$ cat src/rtl/m_data_bridge_if.sv
// Request/acknowledge data bus between the M-stage bridge and memory/peripherals.
// The bridge is the master; memory and peripherals are the slave.
interface m_data_bridge_if;
   logic        bus_req;
   logic        bus_we;
   logic [31:0] bus_addr;
   logic [3:0]  bus_byteen;
   logic [31:0] bus_wdata;
   logic        bus_ack;
   logic        bus_err;
   logic [31:0] bus_rdata;

   modport master (
      output bus_req, bus_we, bus_addr, bus_byteen, bus_wdata,
      input  bus_ack, bus_err, bus_rdata
   );

   modport slave (
      input  bus_req, bus_we, bus_addr, bus_byteen, bus_wdata,
      output bus_ack, bus_err, bus_rdata
   );
endinterface

$ cat src/rtl/m_data_bridge.sv
// M-stage bridge: turns a single-cycle load/store into a registered bus transaction,
// stalling the pipeline until ack or timeout, then presenting read data for one cycle.
module m_data_bridge #(
   parameter int unsigned TIMEOUT   = 64,
   parameter logic [31:0] ERR_RDATA = 32'h0000_0000
) (
   input  logic               clk,
   input  logic               reset,
   input  logic [31:0]        m_data_addr,
   input  logic [3:0]         m_data_byteen,
   input  logic [31:0]        m_data_wdata,
   input  logic               m_data_ren,
   output logic [31:0]        m_data_rdata,
   output logic               mem_stall,
   output logic               mem_err,
   m_data_bridge_if.master    bus
);

   typedef enum logic [1:0] {
      S_IDLE = 2'd0,
      S_WAIT = 2'd1,
      S_DONE = 2'd2
   } state_t;

   localparam logic [7:0] TO_LAST = 8'(TIMEOUT - 1);

   state_t      r_state;
   state_t      w_next;
   logic [7:0]  r_cnt;
   logic        r_err;
   logic [31:0] r_rdata;
   logic        w_acc;
   logic        w_is_store;
   logic        w_start;
   logic        w_ack;
   logic        w_tmo;
   logic        w_unused;

   // Address bits [1:0] never reach the bus: it is word addressed.
   assign w_unused   = ^m_data_addr[1:0];
   assign w_is_store = |m_data_byteen;
   assign w_acc      = w_is_store | m_data_ren;

   always_ff @(posedge clk or negedge reset) begin
      if (!reset) r_state <= S_IDLE;
      else        r_state <= w_next;
   end

   always_comb begin
      w_next  = r_state;
      w_start = 1'b0;
      w_ack   = 1'b0;
      w_tmo   = 1'b0;
      case (r_state)
         S_IDLE: begin
            if (w_acc) begin
               w_start = 1'b1;
               w_next  = S_WAIT;
            end
         end
         S_WAIT: begin
            // An ack arriving on the last counted cycle takes priority over the timeout.
            if (bus.bus_ack) begin
               w_ack  = 1'b1;
               w_next = S_DONE;
            end else if (r_cnt == TO_LAST) begin
               w_tmo  = 1'b1;
               w_next = S_DONE;
            end
         end
         S_DONE:  w_next = S_IDLE;
         default: w_next = S_IDLE;
      endcase
   end

   assign mem_stall    = reset & (((r_state == S_IDLE) & w_acc) | (r_state == S_WAIT));
   assign mem_err      = r_err;
   assign m_data_rdata = r_rdata;

   always_ff @(posedge clk or negedge reset) begin
      if (!reset) begin
         bus.bus_req    <= 1'b0;
         bus.bus_we     <= 1'b0;
         bus.bus_addr   <= '0;
         bus.bus_byteen <= '0;
         bus.bus_wdata  <= '0;
         r_rdata        <= '0;
         r_err          <= 1'b0;
         r_cnt          <= '0;
      end else begin
         if (w_start) begin
            bus.bus_req    <= 1'b1;
            bus.bus_we     <= w_is_store;
            bus.bus_addr   <= {m_data_addr[31:2], 2'b00};
            bus.bus_byteen <= w_is_store ? m_data_byteen : 4'hF;
            bus.bus_wdata  <= m_data_wdata;
            r_cnt          <= '0;
         end
         if (r_state == S_WAIT) r_cnt <= r_cnt + 8'd1;
         if (w_ack) begin
            bus.bus_req <= 1'b0;
            r_err       <= bus.bus_err;
            if (!bus.bus_we) r_rdata <= bus.bus_err ? ERR_RDATA : bus.bus_rdata;
         end
         if (w_tmo) begin
            bus.bus_req <= 1'b0;
            r_rdata     <= ERR_RDATA;
            r_err       <= 1'b1;
         end
         if (r_state == S_DONE) begin
            r_err <= 1'b0;
            r_cnt <= '0;
         end
      end
   end

endmodule
$ cat src/flat_wrapper.sv
// flat-port wrapper written by rule: the top's interface ports become plain ports
module m_data_bridge_flat 
#(
   parameter int unsigned TIMEOUT   = 64,
   parameter logic [31:0] ERR_RDATA = 32'h0000_0000
)
  (clk, reset, m_data_addr, m_data_byteen, m_data_wdata, m_data_ren, m_data_rdata, mem_stall, mem_err, bus_bus_req, bus_bus_we, bus_bus_addr, bus_bus_byteen, bus_bus_wdata, bus_bus_ack, bus_bus_err, bus_bus_rdata);
  m_data_bridge_if bus_i ();
  input  logic clk;
  input  logic reset;
  input  logic [31:0] m_data_addr;
  input  logic [3:0] m_data_byteen;
  input  logic [31:0] m_data_wdata;
  input  logic m_data_ren;
  output logic [31:0] m_data_rdata;
  output logic mem_stall;
  output logic mem_err;
  output wire logic [$bits(bus_i.bus_req)-1:0] bus_bus_req;
  output wire logic [$bits(bus_i.bus_we)-1:0] bus_bus_we;
  output wire logic [$bits(bus_i.bus_addr)-1:0] bus_bus_addr;
  output wire logic [$bits(bus_i.bus_byteen)-1:0] bus_bus_byteen;
  output wire logic [$bits(bus_i.bus_wdata)-1:0] bus_bus_wdata;
  input wire logic [$bits(bus_i.bus_ack)-1:0] bus_bus_ack;
  input wire logic [$bits(bus_i.bus_err)-1:0] bus_bus_err;
  input wire logic [$bits(bus_i.bus_rdata)-1:0] bus_bus_rdata;
  assign bus_bus_req = bus_i.bus_req;
  assign bus_bus_we = bus_i.bus_we;
  assign bus_bus_addr = bus_i.bus_addr;
  assign bus_bus_byteen = bus_i.bus_byteen;
  assign bus_bus_wdata = bus_i.bus_wdata;
  assign bus_i.bus_ack = bus_bus_ack;
  assign bus_i.bus_err = bus_bus_err;
  assign bus_i.bus_rdata = bus_bus_rdata;
  m_data_bridge #(.TIMEOUT(TIMEOUT), .ERR_RDATA(ERR_RDATA)) u_core (.clk(clk), .reset(reset), .m_data_addr(m_data_addr), .m_data_byteen(m_data_byteen), .m_data_wdata(m_data_wdata), .m_data_ren(m_data_ren), .m_data_rdata(m_data_rdata), .mem_stall(mem_stall), .mem_err(mem_err), .bus(bus_i));
endmodule
$ cat config.mk
export PLATFORM = sky130hd
export DESIGN_NAME = m_data_bridge_flat
export DESIGN_NICKNAME = d
export VERILOG_FILES = /design/src/rtl/m_data_bridge_if.sv /design/src/rtl/m_data_bridge.sv /design/src/flat_wrapper.sv
export SDC_FILE = /design/constraint.sdc
export NUM_CORES = 1
export LEC_CHECK = 0
export ABC_AREA = 0
export BUFFER_PORTS_ARGS = -buffer_cell sky130_fd_sc_hd__buf_2
export CAP_MARGIN = 10
export CORE_MARGIN = 1
export CORE_UTILIZATION = 40
export DETAILED_ROUTE_END_ITERATION = 16
export GPL_TIMING_DRIVEN = 0
export MAX_ROUTING_LAYER = met4
export PLACE_DENSITY = 0.67
export SETUP_SLACK_MARGIN = 0.15
export SYNTH_ARGS = -nofsm -noshare
export SYNTH_HDL_FRONTEND = slang
export SYNTH_SLANG_ARGS = --single-unit
$ cat constraint.sdc
create_clock -name clk -period 4.2 [get_ports clk]
set_clock_uncertainty 0.2 [all_clocks]
set_input_delay 0.42 -clock clk [delete_from_list [all_inputs] [get_ports clk]]
set_output_delay 0.42 -clock clk [all_outputs]
set_load 0.02 [all_outputs]
# Word level (Yosys, flattened, before mapping)

Cells that the tools add are included.

Flip-flop bits (word level): 111
Input port bits: 105
Logic and storage cells: 53

$add $sub $neg: 1
Eq/ne operators: 6
Multiplexer cells: 25
Bitwise logic cells: 4
Reduce and logical (&&, ||, !) cells: 8

Operators by type and width:

| cell                                           | count |
|---|---|
| two-way mux 32 bit                             | 4 |
| two-way mux 8 bit                              | 3 |
| two-way mux 1 bit                              | 13 |
| nonzero test 3 bit                             | 3 |
| adder 8 x 1 -> 8 bit (second input constant)   | 1 |
| == test 8 x 6 -> 1 bit (second input constant) | 1 |
| two-way mux 2 bit                              | 3 |
| two-way mux 4 bit                              | 1 |
| one-hot mux 2 bit (2 select lines)             | 1 |
| AND reduction 2 bit                            | 2 |
| OR reduction 4 bit                             | 1 |
| != test 3 x 2 -> 1 bit (second input constant) | 1 |
| AND 1 bit                                      | 2 |
| == test 2 x 1 -> 1 bit (second input constant) | 1 |
| == test 2 bit (second input constant)          | 1 |
| logical NOT 2 bit                              | 1 |
| != test 2 x 1 -> 1 bit (second input constant) | 1 |
| != test 2 bit (second input constant)          | 1 |
| bitwise OR 1 bit                               | 2 |
| nonzero test 2 bit                             | 1 |

# Longest topological paths before layout

Gate-level depths: netlist of run 1.

Word-level depth: 7
Gate-level depth with buffers: 8
Depth with buffers taken out: 6

# Worst setup path before layout of run 1

OpenSTA, ideal clock, no wires.

Kind: input-to-output
From: input port m_data_byteen[2]
To: output port mem_stall
Arrival time: 1.724 ns
Slack: 1.856 ns
Stages on the path: 6
Buffers on the path: 3
Cell sequence: or4_1 -> buf_2 -> o21a_1 -> buf_6 -> buf_6 -> o21a_1

Longest elaborated chain between the ends: 5

Ends and longest elaborated chain:

| element            | RTL line            | source |
|---|---|---|
| start: declaration | flat_wrapper.sv:12  | `input logic [3:0] m_data_byteen;` |
| OR reduction 4 bit | m_data_bridge.sv:41 | `assign w_is_store = \|m_data_byteen;` |
| bitwise OR 1 bit   | m_data_bridge.sv:42 | `assign w_acc = w_is_store \| m_data_ren;` |
| AND 1 bit          | m_data_bridge.sv:76 | `assign mem_stall = reset & (((r_state == S_IDLE) & w_acc) \| (r_state == S_WAIT));` |
| bitwise OR 1 bit   | m_data_bridge.sv:76 |  |
| AND 1 bit          | m_data_bridge.sv:76 |  |
| end: declaration   | flat_wrapper.sv:16  | `output logic mem_stall;` |

No other way between the ends.

# Final worst setup path of run 1

From: input port reset
To: output port mem_stall

Longest elaborated chain between the ends: 1

Ends and longest elaborated chain:

| element            | RTL line            | source |
|---|---|---|
| start: declaration | flat_wrapper.sv:10  | `input logic reset;` |
| AND 1 bit          | m_data_bridge.sv:76 |  |

No other way between the ends.

==> results of run 1 <==
[flip-flops by register name (all words and copies together) (netlist names)]
name                   flops
u_core.bus.bus_byteen      4
u_core.bus.bus_req         1
u_core.bus.bus_we          1
u_core.r_state             2
u_core.bus.bus_wdata      32
u_core.r_cnt               8
u_core.mem_err             1
u_core.bus.bus_addr       30
u_core.m_data_rdata       32
[synthesized netlist by cell type (4+ instances only)]
cell,number,area (sq um)
buf_2,7,35.0
o21ai_0,8,40.0
ha_1,6,75.1
o31ai_1,4,30.0
a22o_1,32,280
nand3_1,5,25.0
nand2_1,194,728
o22a_1,4,35.0
clkbuf_1,11,41.3
dfrtp_1,111,2780
buf_6,4,45.0
[final cells by class]
class                           instances  area [sq um]
Buffer                                 24           136
Clock buffer                           10           138
Clock inverter                          6          60.1
Fill cell                            1011          4650
Inverter                                3          11.3
Multi-Input combinational cell        288          1460
Sequential cell                       111          2780
Tap cell                              136           170
Timing Repair Buffer                  206          1060
[worst max-delay path, delay by kind of cell]
family          cells  cell delay (ns)
compound gates      1             0.21
buf+inv             3             1.33
[cell usage in the layout, fill, tap and decap left out, types with 2 or more instances in the layout]
cell type,n
dfrtp_1,111
nand2b_1,3
ha_1,6
clkbuf_1,11
clkinv_2,3
nor2_1,3
buf_4,3
o21ai_0,8
mux2_2,2
nor2b_1,3
and2_1,2
conb_1,2
clkinvlp_4,2
a22o_1,32
buf_6,4
o21a_1,3
clkbuf_8,10
o22a_1,4
nand3_1,5
or4_1,2
o31ai_1,4
inv_1,3
buf_2,210
o21ai_2,2
nand2_1,194
[report_power, final]
part           internal (uW)  total, uW  switching, uW
sequential              1560       1820            263
clock                    289        637            347
combinational            814       2300           1480
[layer usage]
layer  vias up  global-route usage  part of all wire
met5         -                   -                 0
met1      1762               0.271              0.46
met4         0              0.0734             0.017
li1       1828                   -                 -
met2       158               0.312              0.46
met3        16              0.0292             0.065
[metrics by stage]
| step | total power [uW] | instances |
|---|---|---|
| after detailed placement | 4160 | 767 |
| after global routing | 5110 | 784 |
| after global placement | 4090 | 766 |
| final | 4750 | 784 |
| after CTS | 4820 | 784 |
| after floorplan | 3320 | 426 |
[cells by family (layout without fill, tap and decap cells)]
group | after synthesis | count (layout) | synth area share
flip-flops | 111 | 111 | 0.634
adder cells (fa/ha/maj) | 6 | 6 | 0.0171
multiplexers | 2 | 2 | 0.00514
AO/OA/AOI/OAI | 60 | 60 | 0.110
AND/OR/NAND/NOR | 218 | 218 | 0.199
other | 1 | 2 | 0.000856
buffers and inverters | 27 | 249 | 0.0337
[worst min path at each step]
stage,from,to,slack [ns],cells past startpoint
floorplan,reset,u_core.bus.bus_addr[10]$_DFFE_PN0P_,-0.08,0
global placement,u_core.bus.bus_wdata[27]$_DFFE_PN0P_,u_core.bus.bus_wdata[27]$_DFFE_PN0P_,0.25,2
detailed placement,u_core.bus.bus_wdata[3]$_DFFE_PN0P_,u_core.bus.bus_wdata[3]$_DFFE_PN0P_,0.26,2
CTS,m_data_addr[7],u_core.bus.bus_addr[7]$_DFFE_PN0P_,0.02,3
global route,m_data_addr[15],u_core.bus.bus_addr[15]$_DFFE_PN0P_,0.03,3
finish,m_data_addr[7],u_core.bus.bus_addr[7]$_DFFE_PN0P_,0.04,3
==> out/metrics.yaml, run 1 <==
outcome: "finished, final reports clean"
slowest_stage: "buf_4"
worstMarginPinSlew_ns: 0.823
cp_cell_sequence: "dlygate4sd3_1 > buf_4 > o21a_1 > buf_2"
drc: 0
async_flop_share: 1.00
slew_headroom: 0.451
startpoint_type: "input pin"
grt_overflow: 0
num_vias: 3764
worstSkewPairLatency_ns: 0.35
ctsResizeCount: 0
cp-endpoint: "mem_stall"
max_cap_viol_count: 0
track_usage: 0.201
powerDensity_nw_per_um2: 818
num_io_pins: 209
setup_ws_ns: 1.60
worstReg2RegStart: "u_core.r_state[1]$_DFFE_PN0P_"
synth-edff-count: 0
fin_crit_ns: 2.60
grt_setup_unrepaired: "false"
max_freq_mhz: 385
setup_viol: 0
syn_avg_cell_area_sq_um: 10.3
path_class: "input pin to primary output"
syn_area_sq_um: 4380
place.port_buffers: 204
die_w_um: 107
p_leak_uw: 0.00329
cts_buffers: 9
die_area_sq_um: 11400
fin_area_sq_um: 5810
synth_warnings: 0
drive_gt1_frac: 0.372
r2r_end: "u_core.m_data_rdata[6]$_DFFE_PN0P_"
cts-hold-fix-buffers: 1
ys_ff_latch: 111
slew_viol_final: 0
avgRoutedWirePerCell_um: 14.0
coreArea_sq_um: 10500
gp_congestion: 0.781
nNetsFinal: 754
dr.pass1.iters: 4
hpwl_um: 8260
ant_nets: 0
yosysUniqueCellTypes: 35
pre_cts_slack_ns: 1.59
worstSetupEndpointType: "primary output"
routed_wl_um: 11000
cp_max_fo: 64
grt_pass1_vias: 3647
critPathRequiredTime_ns: 3.58
arrival_ns: 1.98
hold_violations: 0
via_per_inst: 4.80
initial_utilization: 0.419
antenna_found_initial: 0
cts.sinks: 111
final_util: 0.556
synth_ff_type: "dfrtp_1"
max_stage_delay_ns: 0.65
dpl_cell_area_sq_um: 5610
cts_tree: "yes"
rows: 37
syn_to_final_growth_pct: 32.7
grt_pass1_wl_um: 17500
whs_ns: 0.0432
syn_inst: 425
vdd_ir_drop_max_uv: 406
hp-class: "input pin to flop"
finalCritPeriodShare: 0.618
drtIter0Drc: 154
clk_path_buf_depth: 2
grt_max_degree: 65
critPathLaunch: "reset"
finalSetupTns_ns: 0
h-tree-depth: 3
chipHeight_um: 107
path_clk_slew_ns: 0.10
ff2ff_setup_slack_ns: 1.87
ys_seq_area_frac: 0.634
root_buffer: "clkbuf_8"
postCtsSetupBuffers: 0
r2r_cells: 7
num_antenna_cells: 0
Note: power is estimated with default switching activity, not from simulation.
==> run 2: changes to the inputs <==
clock period = 2.56 ns   (was 4.2 ns; I/O delays follow)
==> run 2 against run 1 <==
  * Worst setup slack worse by 1.3 ns
  * Power is 68% higher
  * Core utilization is 9.7 points higher
  * Combinational power is 73% higher
  * Global-route usage is 2.5 points higher
  * Via count is 11% higher
  * Sequential cell count stayed put
  * Routed wire length is 13% higher
  * Clock-buffer cell count stayed put
  * Sequential power is 65% higher
  * First-iteration DRC count is 67% higher
  * Non-clock buffer count is 99 higher
  * Largest power group unchanged
==> out/metrics.yaml, run 2 (synthesis gave the netlist of run 1 again) <==
outcome: "finished, final reports clean"
ant_nets: 0  # unchanged
coreArea_sq_um: 10500  # unchanged
num_vias: 4180  # +11%
grt_overflow: 0  # unchanged
setup_viol: 0  # unchanged
vdd_ir_drop_max_uv: 682  # +68%
finalCritPeriodShare: 0.889
regArea_sq_um: 2780  # unchanged
drc: 0  # unchanged
drtIter0Drc: 257  # +67%
p_leak_uw: 0.00372  # +13%
dr.pass1.iters: 4  # unchanged
num_io_pins: 209  # unchanged
nNetsFinal: 853  # +13%
place.port_buffers: 204  # unchanged
initial_utilization: 0.419  # unchanged
cp.buffers_inverters: 4  # +1
grt_setup_unrepaired: "false"
cts.sinks: 111  # unchanged
fillCellCount: 852  # -16%
path_class: "flop to primary output"
critPathRequiredTime_ns: 2.10  # -1.48 ns
rows: 37  # unchanged
grt_pass1_wl_um: 19700  # +13%
fin_crit_ns: 2.28
postCtsSetupBuffers: 0  # unchanged
cp_max_fo: 10  # -84%
root_buffer: "clkbuf_8"
clk_path_buf_depth: 2  # unchanged
routed_wl_um: 12400  # +13%
worstSkewPairLatency_ns: 0.35  # about the same
max_freq_mhz: 439
slowest_stage: "dfrtp_1"
final_common_cell: "buf_2"
max_cap_viol_count: 0  # unchanged
chipHeight_um: 107  # unchanged
cts_tree: "yes"
antenna_found_initial: 0  # unchanged
worstMarginPinSlew_ns: 0.594  # -0.230 ns
num_antenna_cells: 0  # unchanged
track_usage: 0.226  # +0.0252
h-tree-depth: 3  # unchanged
via_per_inst: 4.73  # -1.4%
worstSetupEndpointType: "primary output"
hp-class: "input pin to flop"
slew_viol_final: 0  # unchanged
arrival_ns: 1.82  # -0.16 ns
setup_ws_ns: 0.284  # -1.32 ns
die_w_um: 107  # unchanged
powerDensity_nw_per_um2: 1170  # +43%
hold_violations: 0  # unchanged
die_area_sq_um: 11400  # unchanged
finalSetupTns_ns: 0  # unchanged
multi_input_area_sq_um: 1470  # +0.86%
pre_cts_slack_ns: 0.266  # -1.32 ns
layout_common_cells: "buf_2, nand2_1, dfrtp_1"
grt_pass1_vias: 4141  # +14%
path_clk_slew_ns: 0.10  # about the same
cts_buffers: 9  # unchanged
startpoint_type: "flop"
syn_to_final_growth_pct: 55.8
crit_family: "buffers and inverters"
cp_cell_sequence: "inv_1 > ha_4 > o21a_1 > buf_6 > buf_6 > o21a_1 > buf_2"
slew_headroom: 0.604  # +0.153
grt_max_degree: 65  # unchanged
hpwl_um: 8260  # unchanged
avgRoutedWirePerCell_um: 14.0  # +0.42%
drive_gt1_frac: 0.328  # -0.0439
max_stage_delay_ns: 0.43  # -0.22 ns
gp_congestion: 0.781  # unchanged
run 2: final cells by class:
| type | instances | share of cell area |
|---|---|---|
| tap | 136 | 0.0249 |
| multi-input combinational | 288 | 0.216 |
| inverter | 3 | 0.00165 |
| buffer | 24 | 0.0205 |
| clock buffer | 10 | 0.0202 |
| sequential | 111 | 0.407 |
| timing repair buffer | 305 | 0.301 |
| clock inverter | 6 | 0.00880 |
run 2: stage by stage:
stage	instances	hold slack [ns]	instance area (sq um)	util	power [uW]
final	883	0.0674	6820	0.652	8010
after detailed placement	767	0.209	5610	0.536	6830
after floorplan	426	-0.240	4380	-	5440
after global placement	766	0.246	5580	0.533	6710
after CTS	883	0.0539	6810	0.651	8030
after global routing	883	0.0731	6820	0.652	8580
run 2: per-layer routing:
layer  vias up  GRT usage  share of wire
li1       2030          -              -
met1      1957      0.294           0.44
met2       181      0.372           0.48
met3        12     0.0310          0.067
met4         0     0.0685          0.012
met5         -          -              0
run 2: worst paths after layout:
kind / cells past startpoint / start / slack, ns / to
hold / removal: 3 / bus_bus_err / 0.07 / u_core.mem_err$_DFFE_PN0P_
setup reg to reg: 7 / u_core.r_state[1]$_DFFE_PN0P_ / 0.33 / u_core.m_data_rdata[11]$_DFFE_PN0P_
min in group asynchronous: 2 / reset / 0.25 / u_core.bus.bus_wdata[26]$_DFFE_PN0P_
setup / recovery: 7 / u_core.r_state[0]$_DFFE_PN0P_ / 0.28 / mem_stall
hold reg to reg: 2 / u_core.bus.bus_wdata[11]$_DFFE_PN0P_ / 0.28 / u_core.bus.bus_wdata[11]$_DFFE_PN0P_
max in group asynchronous: 3 / reset / 1.28 / u_core.m_data_rdata[6]$_DFFE_PN0P_
run 2: worst register-to-register path: cells and delay by family (launching register included):
family | cells | cell delay [ns]
compound gates | 1 | 0.19
buf+inv | 3 | 0.73
simple gates | 2 | 0.33
fa+ha+maj | 1 | 0.31
flops | 1 | 0.41
run 2: report_power, final:
group	total, uW	switching, uW	internal, uW
clock network	1050	571	475
registers	3000	438	2560
logic	3970	2510	1460
run 2: what timing repair did:
action | CTS | global route
setup endpoints to repair | 1 | 31
hold endpoints to repair | 161 | 0
gates resized for setup | 1 | 8
hold buffers | 100 | 0
cloned | 0 | 0
